$ cat config.mk
export PLATFORM = sky130hd
export DESIGN_NAME = key_search_datapath
export DESIGN_NICKNAME = d
export VERILOG_FILES = /design/src/rtl/des_search_pkg.sv /design/src/rtl/key_range_counter.sv /design/src/rtl/key_search_datapath.sv
export SDC_FILE = /design/constraint.sdc
export NUM_CORES = 1
export LEC_CHECK = 0
export ABC_AREA = 1
export CORE_ASPECT_RATIO = 0.6
export CORE_MARGIN = 2
export CORE_UTILIZATION = 45
export DETAILED_ROUTE_END_ITERATION = 16
export GPL_TIMING_DRIVEN = 0
export PLACE_DENSITY = 0.78
export SYNTH_ARGS = -nofsm -noshare
export SYNTH_HDL_FRONTEND = slang
export SYNTH_SLANG_ARGS = --single-unit
$ cat constraint.sdc
create_clock -name clk -period 4.5 [get_ports clk]
set_input_delay 0.45 -clock clk [delete_from_list [all_inputs] [get_ports clk]]
set_output_delay 0.45 -clock clk [all_outputs]
set_load 0.005 [all_outputs]
$ cat src/rtl/des_search_pkg.sv
// Shared widths and types for the code-breaker key-search datapath.
package des_search_pkg;

   localparam int unsigned KEY_W = 56;
   localparam int unsigned CT_W  = 64;

   typedef logic [KEY_W-1:0] key_t;
   typedef logic [CT_W-1:0]  ct_t;

endpackage : des_search_pkg

$ cat src/rtl/key_range_counter.sv
// Candidate-key counter: loads a search range, steps through it modulo
// 2^KEY_W (so a range with end < start runs through the wrap), and flags
// when the current key is the inclusive last key of the range.
module key_range_counter
   import des_search_pkg::*;
(
   input  logic             clk,
   input  logic             reset,
   input  logic             load,
   input  logic [KEY_W-1:0] start_key,
   input  logic [KEY_W-1:0] end_key,
   input  logic             advance,
   output logic [KEY_W-1:0] key,
   output logic             at_end
);

   key_t end_q;

   assign at_end = (key == end_q);

   // Range register and counter; load wins, advance stops on the last key.
   always_ff @(posedge clk) begin
      if (reset) begin
         key   <= '0;
         end_q <= '0;
      end else if (load) begin
         key   <= start_key;
         end_q <= end_key;
      end else if (advance && !at_end) begin
         key   <= key + key_t'(1);
      end
   end

endmodule : key_range_counter

$ cat src/rtl/key_search_datapath.sv
// Key-search datapath for the code breaker. Takes the control FSM's
// up/en1/en2 strobes, drives the candidate key to an external
// combinational DES core, compares the returned ciphertext with the
// target and captures the matching key.
// Optional trial counter enabled by defining TRIAL_CNT_EN; otherwise
// trials reads as zero and no counter is built.
module key_search_datapath
   import des_search_pkg::*;
(
   input  logic             clk,
   input  logic             reset,
   input  logic             load,
   input  logic [KEY_W-1:0] start_key,
   input  logic [KEY_W-1:0] end_key,
   input  logic [CT_W-1:0]  target_ct,
   input  logic             up,
   input  logic             en1,
   input  logic             en2,
   input  logic [CT_W-1:0]  des_ct,
   output logic [KEY_W-1:0] key,
   output logic             found,
   output logic             exhausted,
   output logic [KEY_W-1:0] result_key,
   output logic             result_valid,
   output logic [31:0]      trials
);

   ct_t  target_q;
   logic armed;
   logic at_end;
   logic advance;
   logic capture;

   // found feeds the FSM's store state in the same cycle, so it stays combinational.
   assign found = armed & en1 & (des_ct == target_q) & ~exhausted;

   // en2 is the found-key hold: nothing moves while it is asserted.
   assign advance = up & armed & ~result_valid & ~exhausted & ~en2;
   assign capture = found & ~en2;

   key_range_counter u_counter (
      .clk       (clk),
      .reset     (reset),
      .load      (load),
      .start_key (start_key),
      .end_key   (end_key),
      .advance   (advance),
      .key       (key),
      .at_end    (at_end)
   );

   // Search state: target, arming, exhaustion and result capture.
   always_ff @(posedge clk) begin
      if (reset) begin
         target_q     <= '0;
         armed        <= 1'b0;
         exhausted    <= 1'b0;
         result_key   <= '0;
         result_valid <= 1'b0;
      end else if (load) begin
         target_q     <= target_ct;
         armed        <= 1'b1;
         exhausted    <= 1'b0;
         result_valid <= 1'b0;
      end else begin
         if (advance && at_end) begin
            exhausted <= 1'b1;
         end
         if (capture) begin
            result_key   <= key;
            result_valid <= 1'b1;
         end
      end
   end

`ifdef TRIAL_CNT_EN
   // Saturating count of candidates evaluated in the current range.
   always_ff @(posedge clk) begin
      if (reset || load) begin
         trials <= '0;
      end else if (en1 && armed && !exhausted && (trials != '1)) begin
         trials <= trials + 32'd1;
      end
   end
`else
   assign trials = '0;
`endif

endmodule : key_search_datapath

Word level (Yosys, flattened, before mapping)
Index checks and enable logic that the tools add are counted.

Mux-type cells: 2. $add $sub $neg: 1. Reductions and logical operators: 6. Equal/unequal tests: 2. Bitwise operators: 12.

Operators by type and width (number): 56-bit 2-to-1 mux (2); 64-bit equality test (1); 56-bit by 1-bit adder with 56-bit output, second input constant (1); 56-bit equality test (1); 1-bit AND (8); 1-bit inverter (4); 1-bit logical AND (2); 2-bit AND reduction (1); 2-bit nonzero test (1); 2-bit OR reduction (1); 1-bit logical NOT (1).

Register bits after elaboration: 235. Output and inout bits: 147. Input bits: 246. Word-level logic and storage cells: 30.

Longest topological paths before layout
Gate-level depths: netlist (run 1).

Word-level depth: 7. Mapped depth: 15.

Hierarchy
A second synthesis (run 1) with hierarchy kept.

Cells, all modules: 2212. Area, all modules: 13434.1 um^2.

By module, submodules not included: key_range_counter (cells an instance 1249, area each 7143.1 um^2, instances 1); key_search_datapath (cells an instance 963, area each 6291.0 um^2, instances 1).

Worst setup path after synthesis (run 1)
OpenSTA, ideal clock, no wires.

Kind: flip-flop to flip-flop. Start point: reg u_counter.key[1]. End point: reg u_counter.key[30]. Arrival: 1.702 ns. Cell stages (with the launch flop): 14. Setup slack: 2.666 ns. Library setup time: 0.132 ns. Buffers on the path: 0. Cells stage by stage: dfxtp_1 ha_1 nand2_1 nor2_4 inv_1 nor2_4 inv_1 nor2_2 nand2_1 xor2_1 nand2_1 nand2_1 nand2_1 a21oi_1.

Word-level cells in the longest chain between the ends: 4. Elaborated cells on any way between the ends: 7.

RTL lines: start: declaration (line key_range_counter.sv:13) `output logic [KEY_W-1:0] key,`; start signal: assignment (line key_range_counter.sv:27) `key <= start_key;`; start signal: assignment (line key_range_counter.sv:30) `key <= key + key_t'(1);`; branches (longest 4 deep; another with 56-bit by 1-bit adder with 56-bit output).

Parallel ways; which one is timed is not known. The select of a mux whose other input is x is not followed. A chain may end at the register's enable or synchronous reset.

Worst setup path in the final report (run 1)
Start point: in des_ct[1]. End point: out found.

Word-level cells in the longest chain between the ends: 3.

RTL lines: start: declaration (line key_search_datapath.sv:19) `input logic [CT_W-1:0] des_ct,`; 64-bit equality test (line key_search_datapath.sv:35) `assign found = armed & en1 & (des_ct == target_q) & ~exhausted;`; 1-bit AND (2 in a row) (line key_search_datapath.sv:35); end: declaration (line key_search_datapath.sv:21) `output logic found,`.

Every way passes these cells.

==> impl_metrics.toml, run 1 <==
[critical_path]
required_ps = 4050
endpoint_kind = "primary output"
crit_arrival_ps = 3290
path_class = "input pin to primary output"
critPathMaxFanout = 2
crit_path_start_kind = "input pin"

[clocking]
clkTransAtPathRegs_ps = 60
cts_resized = 0
clkLatencyLatePin_ps = 550
cts.sink_count = 235
numCtsBuffers = 25
clock-root-buffer = "clkbuf_16"
cts_setup_buffers = 0
h-tree-depth = 1
cts_tree = "built"
cts_buffer_depth = 3
postCtsHoldBufs = 0

[pwr]
p_int_w = 0.00389
p_per_area_nw_per_um2 = 295
cellLeakagePower_nw = 7.69
p_clk_frac = 0.392
p_sw_frac = 0.293
peakVddDrop_uv = 238
combPwrFrac = 0.190
sequentialPowerShare = 0.418
p_sw_w = 0.00161

[routing]
postRouteAntennaNets = 0
drt_iter0_markers = 2058
wl_um = 62800
via_per_inst = 5.46
avgRoutedWirePerCell_um = 21.1
vias = 16291
drt-pass1-iter-count = 6
drc = 0

[die]
dieArea_sq_um = 31600
start_util = 0.455
num_rows = 49
ios = 393
fp.dieW_um = 228
core_area_sq_um = 29800
fp.dieH_um = 139

[place]
pre_cts_ws_ps = 1160
hpwlAfterDp_um = 50800
dpl-instance-area_sq_um = 17800
place.gp.congestion = 1.03
io_buffers = 358

[run]
drv_cap = 0

[global_routing]
grt_max_degree = 15
first_global_vias = 14753
grt_first_pass_wirelength_um = 91600
grt_overflow = 0
antenna_found_initial = 2
track_usage = 0.383

[timing]
post-route-period-util = 0.831
relSlewSlack = 0.181
finalClockSkew_ps = 16.5
tns_ps = 0
drv_slew = 0
finalWorstSetupSlack_ps = 760
setup_viol_count_final = 0
whs_ps = 349
rsz0062_at_grt = "false"
max_freq_mhz = 267
worst_slew_pin_slew_ps = 1220
period_needed_ps = 3740
hold_violations = 0

[finish]
drive_above_1_share = 0.0699
fin_nets = 2804
fin_area_sq_um = 18600
fin_util = 0.624
area_growth_pct = 37.1

[synth]
yosys.area.top_type = "dfxtp_1"
synth.distinct_cells = 37
async_reset_ff_frac = 0
ys.flop_type = "dfxtp_1"
synth_common_cells = "566 x nand2_1, 408 x nor2_1, 235 x dfxtp_1"
yosysSeqAreaShare = 0.347
synth_edf_count = 0
ys_seq_elements = 235
yosysWarnings = 0
avgSynthCellArea_sq_um = 6.34
syn_inst = 2141
syn_area_sq_um = 13600
synth.area.top_cells = "dfxtp_1 35%, nand2_1 16%, nor2_1 11%"
synth_top_area_frac = 0.347
yosysMostFrequentCell = "nand2_1"

[worst_hold_path]
hold_class = "input pin to flop"

[outcome]
status = "completed"
[registers in the layout, indices dropped and copies added, names as in the netlist]
name,count
result_valid,1
target_q,64
u_counter.end_q,56
result_key,56
armed,1
u_counter.key,56
exhausted,1
[metrics by stage]
| step | total power (W) | std cells |
|---|---|---|
| final | 0.00550 | 2984 |
| after global routing | 0.00566 | 2984 |
| after CTS | 0.00546 | 2982 |
| after detailed placement | 0.00334 | 2938 |
| after global placement | 0.00332 | 2938 |
| after floorplan | 0.00281 | 2172 |
[worst max-delay path, cell delays in order]
cell             delay (ps)
clkdlybuf4s50_1         450
nand2_1                 320
nand4_1                 440
nor2_1                  210
nand2_1                  80
nor4_1                  500
nand4_1                 150
nor2_1                  160
clkdlybuf4s50_1         530
[power groups by stage]
stage               Clock, W  Sequential, W  Combinational (W)
global route         0.00224        0.00230            0.00112
floorplan                  0        0.00230           0.000508
finish               0.00216        0.00230            0.00104
detailed placement         0        0.00234            0.00100
global placement           0        0.00233           0.000992
CTS                  0.00216        0.00229            0.00101
[metal layers]
layer | GRT usage | vias to the layer above | routed length (um)
met1 | 0.581 | 7642 | 28300
met2 | 0.533 | 984 | 24700
li1 | - | 7569 | -
met5 | 0 | - | 0
met3 | 0.107 | 96 | 8440
met4 | 0.0822 | 0 | 1400
[final timing paths]
path | startpoint | to | slack [ps] | depth (start not counted)
worst max register to register | u_counter.key[1]$_SDFFE_PP0P_ | u_counter.key[40]$_SDFFE_PP0P_ | 1530 | 11
worst max-delay path | des_ct[1] | found | 760 | 9
worst min register to register | target_q[14]$_SDFFE_PP0P_ | target_q[14]$_SDFFE_PP0P_ | 470 | 2
worst min-delay path | load | u_counter.end_q[14]$_SDFFE_PP0P_ | 350 | 3
[layout make-up]
class / count / area [sq um]
plain buffers: 150 / 806
fillers: 2800 / 11200
well taps: 408 / 510
clock buffers: 33 / 686
inverters: 190 / 713
clock inverters: 11 / 135
repair buffers: 358 / 3580
flip-flops and latches: 235 / 4700
multi-input cells: 1597 / 7460
diodes: 2 / 5.00
[cell usage in the layout, fill, tap and decap left out, types with 23 or more instances in the layout]
cell             count
clkdlybuf4s50_1    358
a21oi_1             99
clkbuf_16           25
nand2_1            566
buf_2               23
dfxtp_1            235
clkbuf_1            65
nand3_1             72
conb_1              32
buf_4               36
inv_1              179
xor2_1              73
nor2_1             408
nand4_1            103
o21ai_0            145
[cell families (layout without fill, tap and decap cells)]
family | after synthesis | in the layout | synth area share
adder cells (fa/ha/maj) | 1 | 1 | 0.000922
buffers and inverters | 340 | 742 | 0.112
AO/OA/AOI/OAI | 269 | 269 | 0.105
XOR/XNOR | 89 | 89 | 0.0574
multiplexers | 1 | 1 | 0.000738
other | 1 | 34 | 0.000276
AND/OR/NAND/NOR | 1205 | 1205 | 0.377
flip-flops | 235 | 235 | 0.347
(Power assumes the default switching activity.)
==> inputs of run 2 (changes only) <==
--- a/config.mk
+++ b/config.mk
@@ -8,10 +8,10 @@
 export ABC_AREA = 1
 export CORE_ASPECT_RATIO = 0.6
 export CORE_MARGIN = 2
-export CORE_UTILIZATION = 45
+export CORE_UTILIZATION = 44
 export DETAILED_ROUTE_END_ITERATION = 16
 export GPL_TIMING_DRIVEN = 0
-export PLACE_DENSITY = 0.78
+export PLACE_DENSITY = 0.8
 export SYNTH_ARGS = -nofsm -noshare
 export SYNTH_HDL_FRONTEND = slang
 export SYNTH_SLANG_ARGS = --single-unit
==> constraint.sdc (replaced) <==
create_clock -name clk -period 3.3 [get_ports clk]
set_input_delay 0.33 -clock clk [delete_from_list [all_inputs] [get_ports clk]]
set_output_delay 0.33 -clock clk [all_outputs]
set_load 0.005 [all_outputs]
==> run 2 against run 1 <==
  * Clock power up 48%
  * Critical path depth fell by 3
  * Die area up 2.2%
  * Sequential share of layout area shrank 0.13 points
  * Via count decreased by 0.39%
  * Total power rose by 41%
  * Sequential power up 36%
  * Worst setup slack worse by 750 ps
  * Critical path type is now flop to primary output
==> impl_metrics.toml, run 2 (synthesized netlist as in run 1, its figures left out) <==
[critical_path]
slowest_delay_ps = 550
critPathMaxFanout = 2
path_cells = "xnor2_1 -> nand3_1 -> nor4_1 -> nand4_1 -> nor2_1 -> clkdlybuf4s50_1"
crit_cells = 6
critPathLaunch = "target_q[47]$_SDFFE_PP0P_"
crit_path_start_kind = "flop"
crit_arrival_ps = 2960
required_ps = 2970
regToRegStartpoint = "u_counter.key[1]$_SDFFE_PP0P_"
crit_buf_inv = 1
crit_slowest_cell = "clkdlybuf4s50_1"
crit_end = "found"
reg2reg_depth = 11
path_class = "flop to primary output"
rrSetupSlack_ps = 210
timing.rr.end = "u_counter.key[40]$_SDFFE_PP0P_"
endpoint_kind = "primary output"
critPathTopFamily = "simple AND/OR/NAND/NOR gates"

[clocking]
clock-root-buffer = "clkbuf_16"
cts.sink_count = 235
cts_tree = "built"
clkLatencyLatePin_ps = 570
cts_buffer_depth = 3
h-tree-depth = 1
numCtsBuffers = 24
clkTransAtPathRegs_ps = 80

[place]
hpwlAfterDp_um = 50800
io_buffers = 358
place.gp.congestion = 1.04
place_inst = 2938
pre_cts_ws_ps = 80.9
dpl-instance-area_sq_um = 17800

[finish]
fin_util = 0.620
largest_reg_flops = 64
final_cells = 2987
area_growth_pct = 37.8
drive_above_1_share = 0.0726
multi_input_area_sq_um = 7470
fillers = 2842
final_cell_mix = "565 x nand2_1, 408 x nor2_1, 358 x clkdlybuf4s50_1"
mostFrequentLayoutCell = "nand2_1"
regArea_sq_um = 4700
top_register = "target_q"
fin_area_sq_um = 18700
fin_nets = 2803

[die]
dieArea_sq_um = 32300
ios = 393
num_rows = 49
fp.dieW_um = 231
start_util = 0.450
fp.dieH_um = 140
core_area_sq_um = 30200

[routing]
drt_iter0_markers = 2172
drc = 0
drt-pass1-iter-count = 5
avgRoutedWirePerCell_um = 21.3
via_per_inst = 5.43
vias = 16228
wl_um = 63500
postRouteAntennaNets = 0

[timing]
relSlewSlack = 0.177
max_freq_mhz = 304
hold_violations = 0
rsz0062_at_grt = "false"
period_needed_ps = 3290
drv_slew = 0
finalClockSkew_ps = 17.0
post-route-period-util = 0.995
setup_viol_count_final = 0
finalWorstSetupSlack_ps = 15.0
tns_ps = 0
worst_slew_pin_slew_ps = 1230

[worst_hold_path]
hold_class = "input pin to flop"
min_path_cells = 3

[global_routing]
antenna_found_initial = 3
grt_overflow = 0
track_usage = 0.378
grt_first_pass_wirelength_um = 90600
first_global_vias = 14671
grt_max_degree = 16

[pwr]
sequentialPowerShare = 0.404
p_sw_frac = 0.292
cellLeakagePower_nw = 7.73
p_sw_w = 0.00226
p_per_area_nw_per_um2 = 414
combPwrFrac = 0.184
p_clk_frac = 0.412
p_int_w = 0.00549
peakVddDrop_uv = 377

[run]
drv_cap = 0

[outcome]
status = "completed"
[run 2: cell count changes in the layout (fill, tap and decap cells not counted), moves of 2 or more]
cell       change
clkbuf_1       -5
clkinv_4       +4
bufinv_16      +3
clkbuf_8       -2
diode_2        +3
[run 2: power groups by stage]
stage,clock network [W],logic (W),registers [W]
2_1_floorplan,0,0.000693,0.00313
3_3_place_gp,0,0.00136,0.00318
3_5_place_dp,0,0.00137,0.00318
4_1_cts,0.00318,0.00138,0.00312
5_1_grt,0.00330,0.00153,0.00314
6_report,0.00319,0.00143,0.00313
[run 2: worst min-delay path by stage]
stage	from	to	slack (ps)
after floorplan	armed$_SDFFE_PP0P_	armed$_SDFFE_PP0P_	430
after global placement	armed$_SDFFE_PP0P_	armed$_SDFFE_PP0P_	450
after detailed placement	target_q[5]$_SDFFE_PP0P_	target_q[5]$_SDFFE_PP0P_	460
after CTS	load	u_counter.end_q[11]$_SDFFE_PP0P_	220
after global routing	load	u_counter.end_q[30]$_SDFFE_PP0P_	260
final	load	u_counter.end_q[11]$_SDFFE_PP0P_	230
[run 2: worst min-delay path, delay by kind of cell]
family                 cells  cell delay, ps
AO/OA/AOI/OAI              1             190
buffers and inverters      1             170
AND/OR/NAND/NOR            1              40
[run 2: area by class of cell]
type | instances | share of cell area
inverter | 190 | 0.0381
sequential | 235 | 0.252
antenna | 5 | 0.000669
multi-input combinational | 1597 | 0.399
timing repair buffer | 358 | 0.192
clock inverter | 18 | 0.0140
clock buffer | 26 | 0.0342
tap | 408 | 0.0273
buffer | 150 | 0.0431
[run 2: metal layers]
layer  GRT usage  vias to the layer above  part of all wire  routed length [um]
met4      0.0744                        0             0.021                1330
met1       0.562                     7473              0.44               27900
li1            -                     7577                 -                   -
met2       0.531                     1093              0.39               25000
met3       0.116                       85              0.15                9310
met5     0.00744                        -                 0                   0
[run 2: timing repair]
item | 4_1_cts | 5_1_grt
hold buffers | 0 | 0
setup buffers | 0 | 0
pin swaps | 0 | 1
gates cloned | 0 | 0
resized for setup | 1 | 1
endpoints found under the setup margin | 1 | 1
[run 2: stage by stage]
step	total power, W	hold WS, ps
after floorplan	0.00383	435
after global routing	0.00797	263
after global placement	0.00454	453
after detailed placement	0.00456	464
final	0.00775	228
after CTS	0.00769	217
